File: config.mk
export PLATFORM = sky130hd
export DESIGN_NAME = frame_gen_scheduler
export DESIGN_NICKNAME = d
export VERILOG_FILES = /design/src/rtl/frame_gen_scheduler.sv
export SDC_FILE = /design/constraint.sdc
export NUM_CORES = 1
export LEC_CHECK = 0
export CAP_MARGIN = 20
export CORE_MARGIN = 5
export CORE_UTILIZATION = 30
export DETAILED_ROUTE_END_ITERATION = 7
export PLACE_DENSITY = 0.63
export SLEW_MARGIN = 20
export SYNTH_ARGS = -nofsm -noshare
export SYNTH_HDL_FRONTEND = slang
export SYNTH_SLANG_ARGS = --single-unit
File: constraint.sdc
create_clock -name clk -period 3 [get_ports clk]
set_clock_uncertainty 0.15 [all_clocks]
set_input_delay 0.3 -clock clk [delete_from_list [all_inputs] [get_ports clk]]
set_output_delay 0.3 -clock clk [all_outputs]
set_load 0.05 [all_outputs]
File: src/rtl/frame_gen_scheduler.sv
// Run controller for one frame_generator: pulses its start, watches its
// XGMII-style output for SOF/EOF, spaces frames by a gap and counts them.
module frame_gen_scheduler #(
    parameter int         DATA_WIDTH     = 64,
    parameter int         CTRL_WIDTH     = DATA_WIDTH / 8,
    parameter int         CNT_WIDTH      = 16,
    parameter int         GAP_WIDTH      = 8,
    parameter int         TIMEOUT_CYCLES = 32,
    parameter logic [7:0] START_CODE     = 8'hFB,
    parameter logic [7:0] TERMINATE_CODE = 8'hFD
) (
    input  logic                  clk,
    input  logic                  i_rst,
    input  logic                  i_go,
    input  logic [CNT_WIDTH-1:0]  i_num_frames,
    input  logic [GAP_WIDTH-1:0]  i_gap_cycles,
    input  logic [CNT_WIDTH-1:0]  i_intr_frame,
    input  logic [7:0]            i_intr_code,
    input  logic                  i_abort,
    input  logic [DATA_WIDTH-1:0] i_gen_tx_data,
    input  logic [CTRL_WIDTH-1:0] i_gen_tx_ctrl,
    output logic                  o_gen_start,
    output logic [7:0]            o_gen_interrupt,
    output logic                  o_busy,
    output logic                  o_done,
    output logic [CNT_WIDTH-1:0]  o_frame_count,
    output logic                  o_timeout_err
);
    localparam int                   TMR_WIDTH = $clog2(TIMEOUT_CYCLES + 1);
    localparam logic [TMR_WIDTH-1:0] TMR_LAST  = TMR_WIDTH'(TIMEOUT_CYCLES - 1);

    typedef enum logic [2:0] {
        S_IDLE,
        S_LAUNCH,
        S_WAIT_SOF,
        S_WAIT_EOF,
        S_GAP,
        S_DONE
    } state_t;

    state_t               state_reg, state_next;
    logic [CNT_WIDTH-1:0] num_frames_reg, num_frames_next;
    logic [CNT_WIDTH-1:0] intr_frame_reg, intr_frame_next;
    logic [GAP_WIDTH-1:0] gap_cfg_reg, gap_cfg_next;
    logic [7:0]           intr_code_reg, intr_code_next;
    logic [GAP_WIDTH-1:0] gap_cnt_reg, gap_cnt_next;
    logic [TMR_WIDTH-1:0] timer_reg, timer_next;
    logic [CNT_WIDTH-1:0] frame_count_reg, frame_count_next;
    logic                 abort_pend_reg, abort_pend_next;
    logic                 timeout_err_reg, timeout_err_next;
    logic                 gen_start_reg, busy_reg, done_reg;
    logic [7:0]           gen_interrupt_reg;

    logic sof_det, eof_det;
    assign sof_det = i_gen_tx_ctrl[0] && (i_gen_tx_data[7:0] == START_CODE);
    assign eof_det = i_gen_tx_ctrl[0] && (i_gen_tx_data[7:0] == TERMINATE_CODE);

    // Only lane 0 carries the start/terminate markers.
    logic unused_lanes;
    assign unused_lanes = ^{i_gen_tx_data[DATA_WIDTH-1:8], i_gen_tx_ctrl[CTRL_WIDTH-1:1]};

    always_comb begin
        state_next       = state_reg;
        num_frames_next  = num_frames_reg;
        intr_frame_next  = intr_frame_reg;
        gap_cfg_next     = gap_cfg_reg;
        intr_code_next   = intr_code_reg;
        gap_cnt_next     = gap_cnt_reg;
        timer_next       = timer_reg;
        frame_count_next = frame_count_reg;
        abort_pend_next  = abort_pend_reg;
        timeout_err_next = timeout_err_reg;

        case (state_reg)
            S_IDLE: begin
                if (i_go) begin
                    num_frames_next  = i_num_frames;
                    intr_frame_next  = i_intr_frame;
                    gap_cfg_next     = i_gap_cycles;
                    intr_code_next   = i_intr_code;
                    frame_count_next = '0;
                    timeout_err_next = 1'b0;
                    abort_pend_next  = 1'b0;
                    state_next       = S_LAUNCH;
                end
            end
            S_LAUNCH: begin
                timer_next = '0;
                state_next = i_abort ? S_DONE : S_WAIT_SOF;
            end
            S_WAIT_SOF: begin
                if (i_abort) abort_pend_next = 1'b1;
                if (sof_det) begin
                    timer_next = '0;
                    state_next = S_WAIT_EOF;
                end else if (timer_reg == TMR_LAST) begin
                    timeout_err_next = 1'b1;
                    state_next       = S_DONE;
                end else begin
                    timer_next = timer_reg + 1'b1;
                end
            end
            S_WAIT_EOF: begin
                if (i_abort) abort_pend_next = 1'b1;
                if (eof_det) begin
                    frame_count_next = (frame_count_reg == '1) ? frame_count_reg
                                                               : frame_count_reg + 1'b1;
                    // An abort arriving together with EOF still ends the run here.
                    if (((num_frames_reg != '0) && (frame_count_next == num_frames_reg))
                            || abort_pend_reg || i_abort) begin
                        state_next = S_DONE;
                    end else if (gap_cfg_reg != '0) begin
                        gap_cnt_next = gap_cfg_reg;
                        state_next   = S_GAP;
                    end else begin
                        state_next = S_LAUNCH;
                    end
                end else if (timer_reg == TMR_LAST) begin
                    timeout_err_next = 1'b1;
                    state_next       = S_DONE;
                end else begin
                    timer_next = timer_reg + 1'b1;
                end
            end
            S_GAP: begin
                if (i_abort) begin
                    state_next = S_DONE;
                end else if (gap_cnt_reg <= GAP_WIDTH'(1)) begin
                    state_next = S_LAUNCH;
                end else begin
                    gap_cnt_next = gap_cnt_reg - 1'b1;
                end
            end
            S_DONE: begin
                state_next = S_IDLE;
            end
            default: begin
                state_next = S_IDLE;
            end
        endcase
    end

    // Outputs are registered from the next state so they line up with the state they describe.
    always_ff @(posedge clk) begin
        if (i_rst) begin
            state_reg         <= S_IDLE;
            num_frames_reg    <= '0;
            intr_frame_reg    <= '0;
            gap_cfg_reg       <= '0;
            intr_code_reg     <= '0;
            gap_cnt_reg       <= '0;
            timer_reg         <= '0;
            frame_count_reg   <= '0;
            abort_pend_reg    <= 1'b0;
            timeout_err_reg   <= 1'b0;
            gen_start_reg     <= 1'b0;
            busy_reg          <= 1'b0;
            done_reg          <= 1'b0;
            gen_interrupt_reg <= '0;
        end else begin
            state_reg         <= state_next;
            num_frames_reg    <= num_frames_next;
            intr_frame_reg    <= intr_frame_next;
            gap_cfg_reg       <= gap_cfg_next;
            intr_code_reg     <= intr_code_next;
            gap_cnt_reg       <= gap_cnt_next;
            timer_reg         <= timer_next;
            frame_count_reg   <= frame_count_next;
            abort_pend_reg    <= abort_pend_next;
            timeout_err_reg   <= timeout_err_next;
            gen_start_reg     <= (state_next == S_LAUNCH);
            busy_reg          <= (state_next inside {S_LAUNCH, S_WAIT_SOF, S_WAIT_EOF, S_GAP});
            done_reg          <= (state_next == S_DONE);
            gen_interrupt_reg <= ((state_next == S_WAIT_EOF) && (frame_count_next == intr_frame_next))
                                 ? intr_code_next : 8'h00;
        end
    end

    assign o_gen_start     = gen_start_reg;
    assign o_gen_interrupt = gen_interrupt_reg;
    assign o_busy          = busy_reg;
    assign o_done          = done_reg;
    assign o_frame_count   = frame_count_reg;
    assign o_timeout_err   = timeout_err_reg;

endmodule
==> results of run 1 <==
-- where the power goes --
part           internal [mW]  leakage [nW]  switching [mW]
Sequential              1.32         0.776          0.0536
Combinational          0.354          1.84           0.367
Clock                  0.648         0.150           0.521
-- kinds of logic (layout without fill, tap and decap cells) --
family          after synthesis  in the layout  share of synthesized area, %
compound gates              141            141                          17.6
xor+xnor                     30             30                          5.31
fa+ha+maj                     4              4                          1.01
buf+inv                      45            213                          3.82
flops                        94             94                          38.0
mux                          27             27                          5.46
simple gates                279            279                          28.8
-- layout by cell type, fill, tap and decap left out, types with 5 or more instances in the layout --
master	synthesis	routed
dfxtp_4	0	10
a21oi_2	1	8
nand3_1	9	8
or3_1	8	8
nor3_1	20	18
nand2_1	76	76
o21ai_0	34	31
nand4_1	12	12
a21oi_1	60	53
a21o_1	5	5
buf_6	1	5
inv_1	6	6
nor2b_1	12	12
xnor2_1	24	24
nor4_1	16	13
buf_4	0	96
dfxtp_1	94	80
nand3b_1	5	5
clkbuf_16	0	10
clkdlybuf4s50_1	0	87
and3_1	9	8
xor2_1	6	6
mux2i_1	27	27
nor2_1	76	75
-- final cells by class --
type                       count  share of cell area (%)
multi-input combinational    481                    42.4
sequential                    94                    26.4
timing repair buffer         191                    23.0
tap                          220                    3.77
clock buffer                  12                    3.67
clock inverter                 4                   0.514
inverter                       6                   0.309
-- routing by layer --
layer / up-vias / wire (µm) / global-route usage [%]
met2: 143 / 6730 / 23.6
met3: 23 / 830 / 3.07
li1: 2547 / - / -
met5: - / 0 / 0
met4: 0 / 323 / 6.81
met1: 2342 / 7810 / 23.1
-- critical path: stages, from the launching register on --
cell	delay, ps
dfxtp_4	360
ha_4	150
nand3_4	70
or4_4	560
and3_4	160
or4b_4	530
nor4_4	210
nand4_4	190
a31oi_4	270
buf_6	150
nand3b_1	100
a21oi_1	60
-- timing repair --
item	in CTS	in global routing
gates cloned	0	1
resized for setup	19	30
endpoints found under the hold margin	0	0
pin swaps	7	15
endpoints found under the setup margin	20	21
setup buffers	1	0
-- through the flow --
stage	worst slack [ps]	setup TNS, ps	hold WS, ps
after floorplan	-175	-1600	286
after global placement	-449	-5600	314
after detailed placement	-575	-6410	319
after CTS	-170	-2300	105
after global routing	-320	-5340	146
final	-132	-1850	107
-- how the worst min path moves through the flow --
stage,from,end,slack (ps),cells past startpoint
floorplan,i_gap_cycles[0],gap_cfg_reg[0]$_SDFFE_PP0P_,290,2
global placement,gap_cfg_reg[1]$_SDFFE_PP0P_,gap_cfg_reg[1]$_SDFFE_PP0P_,310,2
detailed placement,gap_cfg_reg[1]$_SDFFE_PP0P_,gap_cfg_reg[1]$_SDFFE_PP0P_,320,2
CTS,i_rst,state_reg[1]$_SDFF_PP0_,110,3
global route,i_rst,state_reg[1]$_SDFF_PP0_,150,3
finish,i_rst,state_reg[1]$_SDFF_PP0_,110,3
==> qor.csv, run 1 <==
metric;value;unit
setup_viol;19;
wirelength;15700;µm
ys_top_cells_by_area;dfxtp_1 38%, a21oi_1 6.1%, nand2_1 5.8%, nor2_1 5.8%, mux2i_1 5.5%;
power.density;447;nW/µm²
power;3.26;mW
grt_pass1_wl;25200;µm
place.gp.congestion;0.913;
postPlaceCellArea;6780;µm²
synthCells;620;
grt_antenna_before_repair;0;
antennaDiodeCount;0;
tritoncts;built;
failed_checks;negative setup slack;
yosysWarnings;0;
fin_util;44.5;%
io_pins;152;
layout_worst_path_cycle_share;104;%
place_hpwl;11600;µm
cp_data_arrival_time;3180;ps
area_growth;47.6;%
grt-ovfl-total;0;
clkLatencyLatePin;350;ps
placed_cells;990;
cts_buffers;9;
ant_nets;0;
grt_usage;16.1;%
syn_area_per_cell;7.98;µm²
status;complete, but fails checks;
multiInputGateArea;3090;µm²
crit_required;3050;ps
ctsRootBufferMaster;clkbuf_16;
synth_flop_cell;dfxtp_1;
cts_buffer_depth;2;
start_util;30.1;%
fin_crit;3130;ps
vias;5055;
final_max_slew_viol_count;0;
cp_max_fo;5;
avgViaCountPerCell;5.01;
total_leakage_power;2.77;nW
drt_iter0_drc;331;
clkTransAtPathRegs;70;ps
reg2regPathDepth;11;
synth_largest_area_cell;dfxtp_1;
slew_headroom;39.2;%
first_global_vias;4832;
timing.rr.start;o_frame_count[0]$_SDFF_PP0_;
yosysSeqAreaShare;38.0;%
critPathKind;reg -> reg;
dr.pass1.iters;5;
maxCapViolCount;0;
drive_gt1_share;22.8;%
endpoint;gap_cnt_reg[0]$_SDFFE_PP0P_;
synth.top_cell.area_share;38.0;%
crit_path_start;o_frame_count[0]$_SDFF_PP0_;
syn_area;4950;µm²
synth_common_cells;94 x dfxtp_1, 76 x nand2_1, 76 x nor2_1, 60 x a21oi_1, 34 x o21ai_0;
core.rowCount;47;
synth_enable_flop_cells;0;
nets;911;
cts.sinks;94;
hold_path.class;in -> reg;
final_cells;1008;
synth_cell_type_count;64;
end_kind;register;
cts_hold_buf;0;
max_freq;0.319;GHz
synthesis.nets;748;
rr_endpoint;gap_cnt_reg[0]$_SDFFE_PP0P_;
synth-seq-cells;94;
die-width;138;µm
setup_slack;-132;ps
worst-r2r-setup-slack;-130;ps
drc;0;
max_slew.worst_pin.slew;912;ps
die_y;138;µm
port_buffers;88;
vdd_ir_drop_max;0.244;mV
grt_max_degree;84;
num-fill-cells;1598;
coreArea;16400;µm²
final_area;7300;µm²
yosysMostFrequentCell;dfxtp_1;
startpoint_type;register;
area.sequential;1920;µm²
rsz0062_at_grt;true;
htreeDepth;3;
routedWlPerCell;15.6;µm
finalHoldViolations;0;
async_flop_share;0;%
dieArea;19200;µm²
No activity file was read; power rests on OpenSTA's default activity.
==> run 2: changes to the inputs <==
--- a/config.mk
+++ b/config.mk
@@ -7,9 +7,9 @@
 export LEC_CHECK = 0
 export CAP_MARGIN = 20
 export CORE_MARGIN = 5
-export CORE_UTILIZATION = 30
+export CORE_UTILIZATION = 43
 export DETAILED_ROUTE_END_ITERATION = 7
-export PLACE_DENSITY = 0.63
+export PLACE_DENSITY = 0.83
 export SLEW_MARGIN = 20
 export SYNTH_ARGS = -nofsm -noshare
 export SYNTH_HDL_FRONTEND = slang
==> constraint.sdc (replaced) <==
create_clock -name clk -period 3 [get_ports clk]
set_clock_uncertainty 0.15 [all_clocks]
set_input_delay 0.3 -clock clk [delete_from_list [all_inputs] [get_ports clk]]
set_output_delay 0.3 -clock clk [all_outputs]
set_load 0.005 [all_outputs]
==> run 2 against run 1 <==
Compared with the run above:
- the run still ends with negative setup slack left
- non-clock buffer count grew 7
- sequential cell count is the same
- via count grew 7.4%
- core utilization grew 20 points
- sequential power is essentially flat
- final cell count shrank 6.9%
- die area shrank 28%
- count of clock-buffer cells in the layout shrank 3
- combinational power shrank 5.0%
- routed wire length grew 4.7%
- critical path type unchanged
- largest power group unchanged
==> qor.csv, run 2 (synthesis results as in run 1) <==
metric;value;unit;change
hold_depth;3;;unchanged
ctsRootBufferMaster;clkbuf_16;;
dieArea;13700;µm²;-28%
antennaDiodeCount;0;;unchanged
cp_max_fo;10;;+5
cts.sinks;94;;unchanged
cts_buffer_depth;2;;unchanged
failed_checks;negative setup slack;;
power;3.20;mW;-2.0%
hold_path.class;in -> reg;;
rsz0062_at_grt;true;;
total_leakage_power;2.86;nW;+3.4%
hold_slack;129;ps;+22.4 ps
ant_nets;0;;unchanged
crit_required;3130;ps;+80 ps
cts_buffers;9;;unchanged
hold_path_startpoint;i_rst;;
htreeDepth;3;;unchanged
coreArea;11400;µm²;-31%
io_pins;152;;unchanged
setup_tns;-1490;ps;+355 ps
die-width;117;µm;-15%
place.gp.congestion;0.954;;+4.4%
drc;0;;unchanged
routedWlPerCell;17.5;µm;+13%
status;complete, but fails checks;;
final_common_cell;buf_4;;
cts_hold_buf;0;;unchanged
critPathKind;reg -> reg;;
grt_antenna_before_repair;0;;unchanged
start_util;43.5;%;+13 points
port_buffers;88;;unchanged
end_kind;register;;
cp_data_arrival_time;3280;ps;+100 ps
die_y;117;µm;-15%
drt_iter0_drc;504;;+52%
drive_gt1_share;23.4;%;+0.55 points
final_max_slew_viol_count;0;;unchanged
layout_worst_path_cycle_share;105;%;+0.59 points
worst-r2r-setup-slack;-150;ps;-20 ps
grt_usage;23.9;%;+7.8 points
rr_endpoint;o_done$_SDFF_PP0_;;
clkTransAtPathRegs;70;ps;about the same
tritoncts;built;;
setup_viol;21;;+2
max_freq;0.317;GHz;-0.56%
wirelength;16400;µm;+4.7%
reg2regPathDepth;14;;+3
max_slew.worst_pin.slew;875;ps;-37.7 ps
core.rowCount;39;;-17%
min_to;state_reg[1]$_SDFF_PP0_;;
vias;5427;;+7.4%
slew_headroom;41.7;%;+2.5 points
area_growth;48.4;%;
dr.pass1.iters;5;;unchanged
grt_pass1_wl;25800;µm;+2.5%
dp_slack;-664;ps;-89.0 ps
maxCapViolCount;0;;unchanged
timing.rr.start;o_frame_count[9]$_SDFF_PP0_;;
place_hpwl;12000;µm;+3.3%
vdd_ir_drop_max;0.355;mV;+45%
power.density;435;nW/µm²;-2.5%
first_global_vias;5337;;+10%
grt-ovfl-total;0;;unchanged
mostFrequentLayoutCells;101 x buf_4, 87 x clkdlybuf4s50_1, 85 x dfxtp_1;;
fin_util;64.6;%;+20 points
fin_crit;3150;ps;+17.7 ps
clkLatencyLatePin;360;ps;about the same
setup_slack;-150;ps;-17.7 ps
finalHoldViolations;0;;unchanged
avgViaCountPerCell;5.79;;+15%
nets;918;;+0.77%
grt_max_degree;84;;unchanged
num-fill-cells;874;;-45%
startpoint_type;register;;
-- run 2: cell count changes in the layout (fill, tap and decap cells not counted), sizes merged --
cell,delta
clkbuf,-3
buf,+7
clkinv,+1
clkinvlp,+2
-- run 2: routing by layer --
metal / up-vias / part of all wire [%] / global-route usage (%)
met4: 0 / 4.0 / 12.8
met1: 2585 / 39 / 27.3
met2: 229 / 50 / 41.9
met5: - / 0 / 0
met3: 55 / 6.0 / 4.63
li1: 2558 / - / -
-- run 2: worst max path at each step --
stage	start	endpoint	slack, ps
after floorplan	o_frame_count[13]$_SDFF_PP0_	gap_cnt_reg[1]$_SDFFE_PP0P_	-60
after global routing	i_gen_tx_data[1]	o_gen_interrupt[5]$_SDFF_PP0_	-230
after global placement	i_gen_tx_data[1]	o_gen_interrupt[1]$_SDFF_PP0_	-500
final	o_frame_count[9]$_SDFF_PP0_	o_done$_SDFF_PP0_	-150
after CTS	o_frame_count[0]$_SDFF_PP0_	o_gen_interrupt[5]$_SDFF_PP0_	-50
after detailed placement	i_gen_tx_data[1]	o_gen_interrupt[5]$_SDFF_PP0_	-660
-- run 2: cell type report --
cell class                 count  area (µm²)  share of cell area, %
clock buffer                   9         225                   3.07
clock inverter                 7        68.8                  0.937
tap                          143         179                   2.44
sequential                    94        1900                   25.9
inverter                       6        22.5                  0.307
multi-input combinational    481        3160                   43.1
timing repair buffer         198        1780                   24.3
-- run 2: timing repair --
action | CTS | global route
gates cloned | 1 | 0
buffers inserted | 11 | 2
hold endpoints to repair | 0 | 0
gates resized for setup | 44 | 15
pin swaps | 9 | 2
setup endpoints to repair | 21 | 21
-- run 2: stage by stage --
step	std cells	cell area [µm²]
CTS	936	7270
global route	938	7340
finish	938	7340
floorplan	620	5040
detailed placement	908	6630
global placement	908	6630
-- run 2: critical path, cell delays in order (launching register included) --
cell     delay (ps)
dfxtp_1         420
buf_4           240
nand3_1         140
buf_4           170
nor4_1          270
buf_4           190
mux2i_1          70
a21oi_1         180
nor4b_4         280
nand4_4         180
buf_4           180
buf_4           120
a21o_1          190
nand2_1         110
nor3b_1         180
-- run 2: power breakdown --
group | switching, mW | internal [mW] | total [mW]
combinational | 0.357 | 0.328 | 0.685
sequential | 0.0540 | 1.32 | 1.38
clock | 0.554 | 0.581 | 1.13
total | 0.965 | 2.23 | 3.20
